**src/rtl/ram_dump_tx.sv**
```systemverilog
// Dumps a block of 32-bit RAM words over an 8N1 UART: "TEKNOFEST" header,
// a 4-byte MSB-first word count, then each word MSB first.
module ram_dump_tx #(
    parameter int CPU_CLK    = 125_000_000,
    parameter int BAUD_RATE  = 115200,
    parameter int ADDR_WIDTH = 17
) (
    input  logic                  clk_i,
    input  logic                  rst_i,
    input  logic                  start_i,
    input  logic [ADDR_WIDTH-1:0] base_addr_i,
    input  logic [31:0]           word_count_i,
    output logic                  busy_o,
    output logic                  done_o,
    output logic                  rd_en_o,
    output logic [ADDR_WIDTH-1:0] rd_addr_o,
    input  logic [31:0]           rd_data_i,
    output logic                  tx_o
);

    localparam int DIV = CPU_CLK / BAUD_RATE;
    localparam int BW  = (DIV > 1) ? $clog2(DIV) : 1;
    localparam logic [BW-1:0] BAUD_LAST = BW'(DIV - 1);

    typedef enum logic [2:0] {
        IDLE, HEADER, LENGTH, READ, WAIT_DATA, SEND_WORD, DONE
    } state_t;

    state_t                state_q;
    logic [BW-1:0]         baud_q;
    logic [3:0]            bit_q;   // 0 start, 1..8 data, 9 stop
    logic [3:0]            byte_q;
    logic [ADDR_WIDTH-1:0] addr_q;
    logic [31:0]           count_q;
    logic [31:0]           sent_q;
    logic [31:0]           word_q;
    logic                  tx_q;
    logic                  busy_q;
    logic                  done_q;
    logic                  rd_en_q;
    logic [ADDR_WIDTH-1:0] rd_addr_q;

    logic [7:0]            cur_byte;
    logic                  baud_end;
    logic                  last_byte;
    logic [ADDR_WIDTH-1:0] addr_d;
    logic [31:0]           sent_d;

    function automatic logic [7:0] header_byte(input logic [3:0] idx);
        case (idx)
            4'd0:    return 8'h54;
            4'd1:    return 8'h45;
            4'd2:    return 8'h4B;
            4'd3:    return 8'h4E;
            4'd4:    return 8'h4F;
            4'd5:    return 8'h46;
            4'd6:    return 8'h45;
            4'd7:    return 8'h53;
            default: return 8'h54;
        endcase
    endfunction

    always_comb begin
        cur_byte = 8'h00;
        case (state_q)
            HEADER: cur_byte = header_byte(byte_q);
            LENGTH: begin
                case (byte_q[1:0])
                    2'd0:    cur_byte = count_q[31:24];
                    2'd1:    cur_byte = count_q[23:16];
                    2'd2:    cur_byte = count_q[15:8];
                    default: cur_byte = count_q[7:0];
                endcase
            end
            SEND_WORD: cur_byte = word_q[31:24];
            default:   cur_byte = 8'h00;
        endcase
    end

    assign baud_end  = (baud_q == BAUD_LAST);
    assign last_byte = (state_q == HEADER) ? (byte_q == 4'd8) : (byte_q == 4'd3);
    assign addr_d    = addr_q + ADDR_WIDTH'(1);
    assign sent_d    = sent_q + 32'd1;

    always_ff @(posedge clk_i) begin
        if (rst_i) begin
            state_q   <= IDLE;
            baud_q    <= '0;
            bit_q     <= 4'd0;
            byte_q    <= 4'd0;
            addr_q    <= '0;
            count_q   <= 32'd0;
            sent_q    <= 32'd0;
            word_q    <= 32'd0;
            tx_q      <= 1'b1;
            busy_q    <= 1'b0;
            done_q    <= 1'b0;
            rd_en_q   <= 1'b0;
            rd_addr_q <= '0;
        end else begin
            done_q  <= 1'b0;
            rd_en_q <= 1'b0;
            case (state_q)
                IDLE: begin
                    tx_q <= 1'b1;
                    if (start_i) begin
                        addr_q  <= base_addr_i;
                        count_q <= word_count_i;
                        sent_q  <= 32'd0;
                        byte_q  <= 4'd0;
                        bit_q   <= 4'd0;
                        baud_q  <= '0;
                        tx_q    <= 1'b0;
                        busy_q  <= 1'b1;
                        state_q <= HEADER;
                    end
                end
                HEADER, LENGTH, SEND_WORD: begin
                    if (!baud_end) begin
                        baud_q <= baud_q + BW'(1);
                    end else if (bit_q != 4'd9) begin
                        baud_q <= '0;
                        bit_q  <= bit_q + 4'd1;
                        tx_q   <= (bit_q == 4'd8) ? 1'b1 : cur_byte[bit_q[2:0]];
                    end else begin
                        // Stop bit finished: next start bit goes out on this same edge.
                        baud_q <= '0;
                        bit_q  <= 4'd0;
                        byte_q <= byte_q + 4'd1;
                        tx_q   <= 1'b0;
                        if (state_q == SEND_WORD) begin
                            word_q <= {word_q[23:0], 8'h00};
                        end
                        if (last_byte) begin
                            byte_q <= 4'd0;
                            if (state_q == HEADER) begin
                                state_q <= LENGTH;
                            end else begin
                                if (state_q == SEND_WORD) begin
                                    addr_q <= addr_d;
                                    sent_q <= sent_d;
                                end
                                if ((state_q == LENGTH && count_q != 32'd0) ||
                                    (state_q == SEND_WORD && sent_d != count_q)) begin
                                    tx_q      <= 1'b1;
                                    rd_en_q   <= 1'b1;
                                    rd_addr_q <= (state_q == LENGTH) ? addr_q : addr_d;
                                    state_q   <= READ;
                                end else begin
                                    tx_q    <= 1'b1;
                                    done_q  <= 1'b1;
                                    busy_q  <= 1'b0;
                                    state_q <= DONE;
                                end
                            end
                        end
                    end
                end
                READ: begin
                    state_q <= WAIT_DATA;
                end
                WAIT_DATA: begin
                    word_q  <= rd_data_i;
                    tx_q    <= 1'b0;
                    state_q <= SEND_WORD;
                end
                DONE: begin
                    tx_q    <= 1'b1;
                    state_q <= IDLE;
                end
                default: begin
                    state_q <= IDLE;
                end
            endcase
        end
    end

    assign busy_o    = busy_q;
    assign done_o    = done_q;
    assign rd_en_o   = rd_en_q;
    assign rd_addr_o = rd_addr_q;
    assign tx_o      = tx_q;

endmodule

```
**config.mk**
```make
export PLATFORM = sky130hd
export DESIGN_NAME = ram_dump_tx
export DESIGN_NICKNAME = d
export VERILOG_FILES = /design/src/rtl/ram_dump_tx.sv
export SDC_FILE = /design/constraint.sdc
export NUM_CORES = 1
export LEC_CHECK = 0
export ABC_AREA = 1
export CORE_ASPECT_RATIO = 0.5
export CORE_MARGIN = 1.5
export CORE_UTILIZATION = 47
export CTS_CLUSTER_DIAMETER = 80
export DETAILED_ROUTE_END_ITERATION = 16
export PLACE_DENSITY_LB_ADDON = 0.08
export SLEW_MARGIN = 30
export SYNTH_ARGS = -nofsm -noshare
export SYNTH_HDL_FRONTEND = slang
export SYNTH_SLANG_ARGS = --single-unit
```
**constraint.sdc**
```tcl
create_clock -name clk_i -period 2.3 [get_ports clk_i]
set_clock_uncertainty 0.2 [all_clocks]
set_input_delay 0.46 -clock clk_i [delete_from_list [all_inputs] [get_ports clk_i]]
set_output_delay 0.46 -clock clk_i [all_outputs]
set_load 0.01 [all_outputs]
```
Word-level counts from Yosys, hierarchy flattened
Memories as Yosys holds them, arrays and structs flattened. A register that Yosys moved wholly into a read port is not among the register bits.
Index checks and enable logic that the tools add are counted.

cells by class
  add/subtract/negate cells = 5
  $lt $le $gt $ge = 1
  equality and inequality tests = 21
  multiplexer cells = 61
  bitwise operators = 5
  reduce and logical (&&, ||, !) cells = 21

operators by type and width
  kind                                                              count
  32-bit 2-to-1 mux                                                 9
  32-bit case mux with 2 select lines                               2
  17-bit 2-to-1 mux                                                 7
  8-bit case mux with 3 select lines                                2
  17-bit case mux with 2 select lines                               1
  32-bit by 1-bit adder with 32-bit output (second input constant)  1
  32-bit inequality test                                            1
  32-bit nonzero test                                               1
  3-bit 2-to-1 mux                                                  8
  4-bit 2-to-1 mux                                                  6
  11-bit 2-to-1 mux                                                 2
  11-bit case mux with 2 select lines                               1
  17-bit by 1-bit adder with 17-bit output (second input constant)  1
  1-bit 2-to-1 mux                                                  16
  4-bit case mux with 2 select lines                                2
  2-bit inequality test (second input constant)                     7
  7-bit AND reduction                                               2
  3-bit case mux with 4 select lines                                1
  4-bit AND reduction                                               3
  11-bit by 1-bit adder with 11-bit output (second input constant)  1
  11-bit equality test (second input constant)                      1
  3-bit equality test (second input constant)                       3
  4-bit by 1-bit adder with 4-bit output (second input constant)    2
  4-bit equality test (second input constant)                       2
  23 further kinds                                                  32

word-level totals
  register bits after elaboration = 156
  ROM bits = 40
  bits of input ports = 84
  logic and storage cells = 128
  memories kept = 1

memories
  name              depth  width  read ports  clocked after memory_dff  wr ports  line  RTL
  (name not given)  8      5      1           1                         0         50    case (idx)

Depth between registers and ports, before layout
Gate-level depths: netlist of the first run.

  word-level depth = 10
  depth in mapped cells = 22

Least setup slack after synthesis of the first run
No wires, ideal clock.

  kind = reg-to-reg
  from = register state_q[2]
  to = register (tool-made name)
  library setup time = 0.121 ns
  arrival = 2.114 ns
  setup slack = -0.135 ns
  stages on the path, launching flop included = 16
  buffers on the path = 1
  period minus slack after synthesis = 2.435 ns
  path through = dfxtp_1 nor2_2 nand2_1 nand2_2 inv_2 buf_6 nor2_2 o21ai_2 inv_2 nand2_2 nand2_1 a21oi_1 inv_1 ha_1 nand2_1 o21ai_0

RTL lines
  element                   line  RTL
  start: declaration        29    state_t state_q;
  start signal: assignment  87    state_q <= IDLE;
  start signal: assignment  115   state_q <= HEADER;
  start signal: assignment  137   state_q <= LENGTH;

Final worst setup path of the first run
  from = register sent_q[9]
  to = register rd_addr_q[6] (netlist: rd_addr_o[6])

between the ends
  word-level cells in the longest chain between the ends = 5

ends and longest elaborated chain
  element                                   line  RTL
  start: declaration                        35    logic [31:0] sent_q;
  start signal: assignment                  141   sent_q <= sent_d;
  32-bit by 1-bit adder with 32-bit output  83    assign sent_d = sent_q + 32'd1;
  32-bit inequality test                    144   (state_q == SEND_WORD && sent_d != count_q)) begin
  1-bit logical AND                         144
  1-bit logical OR                          143   if ((state_q == LENGTH && count_q != 32'd0) ||
  6-bit AND reduction (no source line)      -
  end signal: assignment                    147   rd_addr_q <= (state_q == LENGTH) ? addr_q : addr_d;
  end: declaration                          41    logic [ADDR_WIDTH-1:0] rd_addr_q;

Every way passes these cells.
A chain may end at the register's enable or synchronous reset.

==> impl_metrics.py, run 1 <==
metrics = {
    "sta": {
        "drv_slew": 0,
        "rsz0062_at_grt": "true",
        "layout_setup_ws_ns": -0.485,
        "timing.slew.headroom_pct": 50.9,
        "max_freq_mhz": 359,
        "max_slew.worst_pin.slew_ns": 0.736,
        "hold_violations": 0,
        "post-route-period-util_pct": 121,
        "setup_viol": 80,
        "fin_crit_ns": 2.78,
    },
    "hold_path": {
        "worstHoldPathType": "reg2reg",
    },
    "cells_and_area": {
        "num-nets-final": 1818,
        "fillers": 1410,
        "final_core_utilization_pct": 76.7,
        "antenna_cells_inserted": 0,
        "syn_to_final_growth_pct": 57.0,
        "share_of_final_layout_standard_cells_stronger_than_drive_strength_1_pct": 31.2,
    },
    "die": {
        "design.die.area_um2": 20300,
        "design.core.area_um2": 18700,
        "initial_core_util_pct": 48.8,
        "chipHeight_um": 102,
        "dieWidth_um": 200,
        "placement_rows": 35,
        "top_level_ports": 105,
    },
    "worst_setup_path": {
        "timing.setup.critical_path_class": "reg2reg",
        "cp_max_fo": 12,
        "critical_path.endpoint_type": "register",
        "cp_data_arrival_time_ns": 2.93,
        "crit_path_cell_trace": "nand2_1, nor2_2, nand2_2, nor2_4, buf_12, nand2_1, nand2_1, buf_4, buf_4, nand3_1, nand2_1, nor2_2, nand2_1, nor2_2, nand3_2, nand2_2, nand2_4, nand2_4, nor2_1, nor2_1",
        "crit_top_cell": "sky130_fd_sc_hd__nand2_1",
        "timing.critical_path.required_ns": 2.45,
        "setup.worst_path.start_class": "register",
        "timing.reg2reg.setup_slack_ns": -0.48,
        "cp_slowest_stage_delay_ns": 0.42,
        "slowest_stage": "sky130_fd_sc_hd__dfxtp_1",
    },
    "power_and_ir_drop": {
        "power.share.combinational_pct": 57.1,
        "sw_frac_of_total_pct": 42.1,
        "share_seq_of_total_power_pct": 24.6,
        "internal_uw": 9420,
        "vdd_drop_max_mv": 0.714,
        "p_switching_uw": 6850,
        "clock_power_share_pct": 18.3,
        "power-per-cell-area_nw_per_um2": 1130,
        "static-leakage-power_uw": 0.00595,
        "total_power_uw": 16300,
    },
    "logic_synthesis": {
        "synth_cells": 1404,
        "yosysSeqAreaShare_pct": 35.3,
        "ys_ff_latch": 161,
        "synthesis.nets": 1502,
        "postSynthAreaPerCell_um2": 6.50,
        "synth.cell_area_um2": 9130,
        "ys_types": 41,
        "synth.yosys.warnings": 0,
    },
    "routing": {
        "vias_per_std_cell": 5.45,
        "detail_route.drc_violations": 0,
        "drt-pass1-iter-count": 6,
        "detail_route.wirelength_um": 34900,
        "drt_iter0_drc": 848,
        "vias": 10900,
        "wl_per_cell_um": 17.5,
        "antenna_left": 0,
    },
    "clock_tree": {
        "clockRootBuffer": "sky130_fd_sc_hd__clkbuf_16",
        "cts_tree": "yes",
        "cts_hold_repair.buffers": 0,
        "worstSkewPairLatency_ns": 0.45,
        "clock_sinks": 161,
        "h-tree-depth": 4,
        "cts_made_buffers": 17,
        "clk_path_buf_depth": 2,
        "clk_transition_reported_paths_ns": 0.07,
    },
    "global_route": {
        "grt_start_max_net_pins": 64,
        "grt_antenna_before_repair": 0,
        "grt_pass1_wl_um": 51300,
        "first_global_vias": 10100,
        "grt_overflow": 0,
        "track_usage_pct": 32.1,
    },
    "place": {
        "gp_routability_congestion": 0.934,
        "portBuffers": 104,
        "dp_worst_setup_slack_ns": -0.592,
        "hpwlAfterDp_um": 21900,
    },
    "run": {
        "max_cap_violations": 0,
    },
    "status": {
        "run_status": "complete, but fails checks",
        "violations": "setup timing",
    },
}
kinds of logic after synthesis:
| kind of cell | after synthesis | synth area share (%) |
|---|---|---|
| buf+inv | 219 | 9.60 |
| xor+xnor | 32 | 3.52 |
| fa+ha+maj | 14 | 1.92 |
| simple gates | 655 | 30.0 |
| flops | 161 | 35.3 |
| compound gates | 323 | 19.7 |
sequential cells by signal, indices dropped and copies added (netlist names), named ones only:
name / cells
count_q: 32
sent_q: 32
word_q: 32
addr_q: 17
rd_addr_o: 17
baud_q: 11
bit_q: 4
byte_q: 4
state_q: 3
busy_o: 1
done_o: 1
rd_en_o: 1
tx_o: 1
Yosys cell counts (all sizes together):
cell type	n	area, um^2
buf	15	111
dfxtp	161	3220
nor2	145	604
xnor2	2	17.5
a21oi	128	641
o221ai	8	70.1
ha	14	175
a221oi	1	8.76
nand3	68	345
nand2	401	1530
nand3b	2	15.0
nor3	13	65.1
inv	157	589
a311oi	1	8.76
o22ai	2	12.5
xnor3	3	67.6
clkinv	2	7.51
a32oi	1	8.76
xor2	27	236
o211a	3	30.0
o21ai	131	659
a211oi	15	143
nor4	13	96.3
nand4	11	68.8
o211ai	8	60.1
clkbuf	45	169
a31oi	25	156
or2	2	12.5
area by class of cell:
cell class	count	area [um^2]	share of cell area, %
sequential	161	3250	22.7
multi-input combinational	1026	6030	42.0
clock inverter	14	168	1.17
timing repair buffer	354	3510	24.5
clock buffer	18	429	2.99
inverter	159	622	4.34
timing repair inverter	1	7.51	0.0523
tap	259	324	2.26
what timing repair did:
action	in CTS	in global routing
gates cloned	12	9
pin swaps	39	56
setup buffers	31	35
setup endpoints to repair	79	116
gates resized for setup	198	178
stage by stage:
stage                     cell area, um^2  hold slack, ns  TNS [ns]  instances
after floorplan                      9170           0.241   -0.0810       1404
after global placement              11600           0.252    -19.08       1881
after detailed placement            11600           0.256    -19.87       1881
after CTS                           13400           0.267    -18.75       1955
after global routing                14300           0.296    -37.62       1992
final                               14300           0.264    -23.12       1992
power by group through the flow:
stage	clock network (uW)	registers (uW)	logic, uW
final	2980	4000	9280
after detailed placement	0	3960	5540
after floorplan	0	3830	3420
after global routing	3110	4060	9880
after global placement	0	3960	5440
after CTS	2980	3920	7950
layer usage:
layer  vias to the layer above  GRT usage, %  wire length, um
li1                       5242             -                -
met1                      5111          41.3            14800
met2                       436          53.7            16200
met3                        76          8.14             2970
met4                         0          9.79              890
met5                         -             0                0
worst paths after layout:
path,cells after the start,from,end
worst max-delay path,20,sent_q[9]$_SDFFE_PP0P_,rd_addr_o[6]$_SDFFE_PP0P_
worst min-delay path,2,baud_q[10]$_SDFFE_PP0P_,baud_q[10]$_SDFFE_PP0P_
worst max register to register,20,sent_q[9]$_SDFFE_PP0P_,rd_addr_o[6]$_SDFFE_PP0P_
worst min register to register,2,baud_q[10]$_SDFFE_PP0P_,baud_q[10]$_SDFFE_PP0P_
worst max-delay path: cells and delay by family (launching register included):
kind / cells / cell delay, ns
buffers and inverters: 3 / 0.36
flip-flops: 1 / 0.42
AND/OR/NAND/NOR: 17 / 1.71
cells in the final DEF, fill, tap and decap left out, drive strengths merged, types with 4 or more instances in the layout:
master and instances:
a211oi 15, a21oi 128, a31oi 25, buf 244
clkbuf 24, clkdlybuf4s50 104, clkinvlp 4, dfxtp 161
ha 14, inv 166, nand2 403, nand3 68
nand4 11, nor2 145, nor3 13, nor4 13
o211ai 8, o21ai 131, o221ai 8, xor2 27
No activity file was read; power rests on OpenSTA's default activity.
==> run 2, diff against run 1 <==
--- a/config.mk
+++ b/config.mk
@@ -8,7 +8,7 @@
 export ABC_AREA = 1
 export CORE_ASPECT_RATIO = 0.5
 export CORE_MARGIN = 1.5
-export CORE_UTILIZATION = 47
+export CORE_UTILIZATION = 51
 export CTS_CLUSTER_DIAMETER = 80
 export DETAILED_ROUTE_END_ITERATION = 16
 export PLACE_DENSITY_LB_ADDON = 0.08
==> impl_metrics.py, run 2 (same netlist as run 1, synthesis figures left out) <==
metrics = {
    "status": {
        "run_status": "complete, but fails checks",
        "violations": "setup timing",
    },
    "global_route": {
        "grt_start_max_net_pins": 52,
        "first_global_vias": 10100,
        "track_usage_pct": 33.8,
        "grt_overflow": 0,
        "grt_pass1_wl_um": 49800,
        "grt_antenna_before_repair": 0,
    },
    "place": {
        "portBuffers": 104,
        "gp_routability_congestion": 0.948,
        "hpwlAfterDp_um": 21400,
    },
    "die": {
        "initial_core_util_pct": 52.4,
        "design.core.area_um2": 17400,
        "chipHeight_um": 97.6,
        "dieWidth_um": 192,
        "top_level_ports": 105,
        "placement_rows": 34,
        "design.die.area_um2": 18800,
    },
    "sta": {
        "post-route-period-util_pct": 117,
        "max_freq_mhz": 370,
        "fin_crit_ns": 2.70,
        "timing.slew.headroom_pct": 51.7,
        "rsz0062_at_grt": "true",
        "hold_slack_ns": 0.264,
        "setup_viol": 78,
        "layout_setup_ws_ns": -0.402,
        "drv_slew": 0,
        "max_slew.worst_pin.slew_ns": 0.724,
        "hold_violations": 0,
    },
    "clock_tree": {
        "cts_tree": "yes",
        "worstSkewPairLatency_ns": 0.44,
        "clk_transition_reported_paths_ns": 0.07,
        "cts_hold_repair.buffers": 0,
        "clk_path_buf_depth": 2,
        "clock_sinks": 161,
        "clockRootBuffer": "sky130_fd_sc_hd__clkbuf_16",
        "h-tree-depth": 4,
        "cts_made_buffers": 17,
    },
    "cells_and_area": {
        "share_of_final_layout_standard_cells_stronger_than_drive_strength_1_pct": 29.3,
        "syn_to_final_growth_pct": 50.9,
        "num-nets-final": 1765,
        "biggestRegsByFlops": "count_q (32), sent_q (32), word_q (32)",
        "layout.cells.most_common": "sky130_fd_sc_hd__nand2_1",
        "final_core_utilization_pct": 79.0,
        "fillers": 1266,
        "antenna_cells_inserted": 0,
        "final_cell_mix": "sky130_fd_sc_hd__nand2_1, sky130_fd_sc_hd__buf_4, sky130_fd_sc_hd__dfxtp_1",
    },
    "worst_setup_path": {
        "cp_data_arrival_time_ns": 2.83,
        "setup.worst_path.start_class": "register",
        "crit_path_cell_trace": "nand2_2, nor2_4, nand2_4, nor2_4, nand2_2, nand2_1, nand2_1, nand2_1, nand2_1, nor2_1, nand2_1, nor2_2, nand3_2, nand2_4, nand2_4, nand2_8, nand2_1, nand2_1, nor2_1",
        "timing.setup.critical_path_class": "reg2reg",
        "depth_of_the_worst_register_to_register_path": 19,
        "cp_slowest_stage_delay_ns": 0.36,
        "timing.critical_path.required_ns": 2.43,
        "crit_top_cell": "sky130_fd_sc_hd__nand2_1",
        "slowest_stage": "sky130_fd_sc_hd__dfxtp_2",
        "cp_max_fo": 24,
        "critical_path.endpoint_type": "register",
    },
    "routing": {
        "antenna_left": 0,
        "vias": 10700,
        "drt_iter0_drc": 781,
        "detail_route.drc_violations": 0,
        "wl_per_cell_um": 17.6,
        "vias_per_std_cell": 5.58,
        "detail_route.wirelength_um": 33700,
        "drt-pass1-iter-count": 5,
    },
    "power_and_ir_drop": {
        "vdd_drop_max_mv": 0.707,
        "static-leakage-power_uw": 0.00561,
        "power-per-cell-area_nw_per_um2": 1150,
        "total_power_uw": 15900,
    },
    "run": {
        "max_cap_violations": 0,
    },
    "hold_path": {
        "worstHoldPathType": "reg2reg",
        "min_path_cells": 2,
    },
}
## run 2: cell type report
cell class | count | area [um^2] | share of cell area, %
multi-input cells | 1025 | 6050 | 43.9
flip-flops and latches | 161 | 3260 | 23.7
repair buffers | 303 | 2900 | 21.0
inverters | 159 | 629 | 4.57
clock buffers | 20 | 457 | 3.31
well taps | 234 | 293 | 2.12
clock inverters | 12 | 194 | 1.41
## run 2: report_power, final
part | switching, uW | internal [uW]
sequential | 533 | 3440
clock | 1290 | 1910
combinational | 4910 | 3810
total | 6730 | 9160
## run 2: metrics by stage
stage | worst slack [ns] | cell area (um^2) | setup TNS [ns] | instances
2_1_floorplan | -0.0512 | 9170 | -0.0810 | 1404
3_3_place_gp | -0.548 | 11500 | -18.37 | 1844
3_5_place_dp | -0.564 | 11500 | -19.78 | 1844
4_1_cts | -0.263 | 12900 | -14.87 | 1895
5_1_grt | -0.562 | 13800 | -28.24 | 1914
6_report | -0.402 | 13800 | -21.36 | 1914
## run 2: critical path: cells and delay by family, from the launching register on
kind,cells,cell delay (ns)
simple gates,19,2.03
flops,1,0.36
## run 2: what timing repair did
item	4_1_cts	5_1_grt
cloned	6	7
endpoints found under the setup margin	77	112
pin swaps	44	70
buffers inserted	13	20
resized for setup	165	188
## run 2: worst paths after layout
path                           from                          to  slack, ns
max          sent_q[6]$_SDFFE_PP0P_  rd_addr_o[11]$_SDFFE_PP0P_      -0.40
max reg2reg  sent_q[6]$_SDFFE_PP0P_  rd_addr_o[11]$_SDFFE_PP0P_      -0.40
min             busy_o$_SDFFE_PP0P_         busy_o$_SDFFE_PP0P_       0.26
min reg2reg     busy_o$_SDFFE_PP0P_         busy_o$_SDFFE_PP0P_       0.26
## run 2: metal layers
layer,global-route usage [%],wire length (um),share of wire (%)
met1,44.0,14300,42
met2,55.4,15300,45
met3,7.44,3060,9.1
met4,11.4,1020,3.0
met5,0,0,0
==> RTL change, RTL diff (config.mk and constraints of run 1) <==
The 7 states of `state_t` get a Gray code encoding in 3 bits.
--- a/src/rtl/ram_dump_tx.sv
+++ b/src/rtl/ram_dump_tx.sv
@@ -23,7 +23,7 @@
     localparam logic [BW-1:0] BAUD_LAST = BW'(DIV - 1);
 
     typedef enum logic [2:0] {
-        IDLE, HEADER, LENGTH, READ, WAIT_DATA, SEND_WORD, DONE
+        IDLE = 3'b000, HEADER = 3'b001, LENGTH = 3'b011, READ = 3'b010, WAIT_DATA = 3'b110, SEND_WORD = 3'b111, DONE = 3'b101
     } state_t;
 
     state_t                state_q;
Formal check against the unedited RTL: no difference found for any inputs over 4 cycles, from zero or initial values and one cycle with rst_i high; so few cycles prove little.
==> RTL change against run 1 <==
Total power down 15%; sequential share of layout area up 1.3 points; the run still ends with negative setup slack left; cell area down 5.5%; global-route usage down 2.4 points; setup slack worse by 0.049 ns; area after synthesis down 0.70%; synthesized cell count down 3.3%; largest power group unchanged; routed wire length down 10%; sequential cell count unchanged; worst hold slack worse by 0.0018 ns.
==> RTL change: results <==
sta:
  worst_slack_ns: -0.534
  worstMarginPinSlew_ns: 0.655
  setup_viol: 69
  tns_ns: -15.69
synth:
  synth.area.top_cells: "dfxtp_1 36%, nand2_1 15%, o21ai_0 6.6%"
  synth_area_per_cell_sq_um: 6.68
  synth_cell_types: 43
  syn_inst: 1357
  ys_seq_area_share_pct: 35.5
power_and_ir_drop:
  comb-power_mw: 7.07
  p_per_area_mw_per_mm2: 1020
  p_leak_nw: 5.36
  p_clk_mw: 2.92
  vdd_ir_drop_max_uv: 627
final_layout:
  finalNonFillerCells: 1890
  buffers_excl_clock: 298
  register_area_sq_mm: 0.00325
  bufAreaShareNonClock_pct: 21.0
  drive_gt1_share_pct: 27.5
  nNetsFinal: 1716
global_routing:
  use_met1_pct: 39.8
  grt_usage_pct: 29.7
  use_met3_pct: 4.63
  grt_pass1_wl_um: 47200
critical_path:
  cp_max_fo: 8
  reg2reg_slack_ns: -0.53
  rr_startpoint: "sent_q[1]$_SDFFE_PP0P_"
placed_design:
  place_area_sq_mm: 0.0116
  gp_congestion: 0.985
  dpl.hpwl_um: 20700
outcome:
  status: "finished, violations left"
  violations: "negative setup slack"
worst_hold_path:
  holdCritStartpoint: "word_q[1]$_SDFFE_PP0P_"
clock_tree:
  cts_post_setup_buffers_inserted: 18
[RTL change: changes by cell type in the layout (fill, tap and decap cells not counted), sizes merged, moves of 15 or more]
cell / before / now
nand3: 68 / 84
a21oi: 128 / 103
a211oi: 15 / 30
buf: 244 / 192
nor2: 145 / 120
nand2: 403 / 372
a31oi: 25 / 53
[RTL change: how the worst max path moves through the flow]
| stage | to | slack (ns) |
|---|---|---|
| detailed placement | rd_addr_o[4]$_SDFFE_PP0P_ | -0.55 |
| global placement | rd_addr_o[4]$_SDFFE_PP0P_ | -0.49 |
| finish | rd_addr_o[5]$_SDFFE_PP0P_ | -0.53 |
| global route | rd_addr_o[5]$_SDFFE_PP0P_ | -0.70 |
| floorplan | rd_addr_o[10]$_SDFFE_PP0P_ | -0.08 |
| CTS | state_q[0]$_SDFFE_PP0P_ | -0.40 |
[RTL change: logic make-up after synthesis]
kind of cell | count (synthesis) | share of synthesized area [%]
adder cells (fa/ha/maj) | 14 | 1.93
flip-flops | 161 | 35.5
AND/OR/NAND/NOR | 605 | 28.2
buffers and inverters | 207 | 8.89
multiplexers | 5 | 0.552
AO/OA/AOI/OAI | 333 | 21.2
XOR/XNOR | 32 | 3.70
[RTL change: worst max-delay path, cell delays in order (launching register included)]
cell,delay [ns]
dfxtp_4,0.37
ha_4,0.14
nand2_2,0.06
nor2_4,0.16
buf_12,0.12
nand3_4,0.10
nor2_2,0.15
nand2_1,0.12
nand3_1,0.11
nand2_1,0.08
nor2_1,0.17
nand2_1,0.11
nor2_2,0.12
nand3_2,0.13
nand2_4,0.10
nand2_4,0.07
nand2_8,0.12
buf_12,0.12
nand2_1,0.05
nand2_1,0.07
a21oi_2,0.04
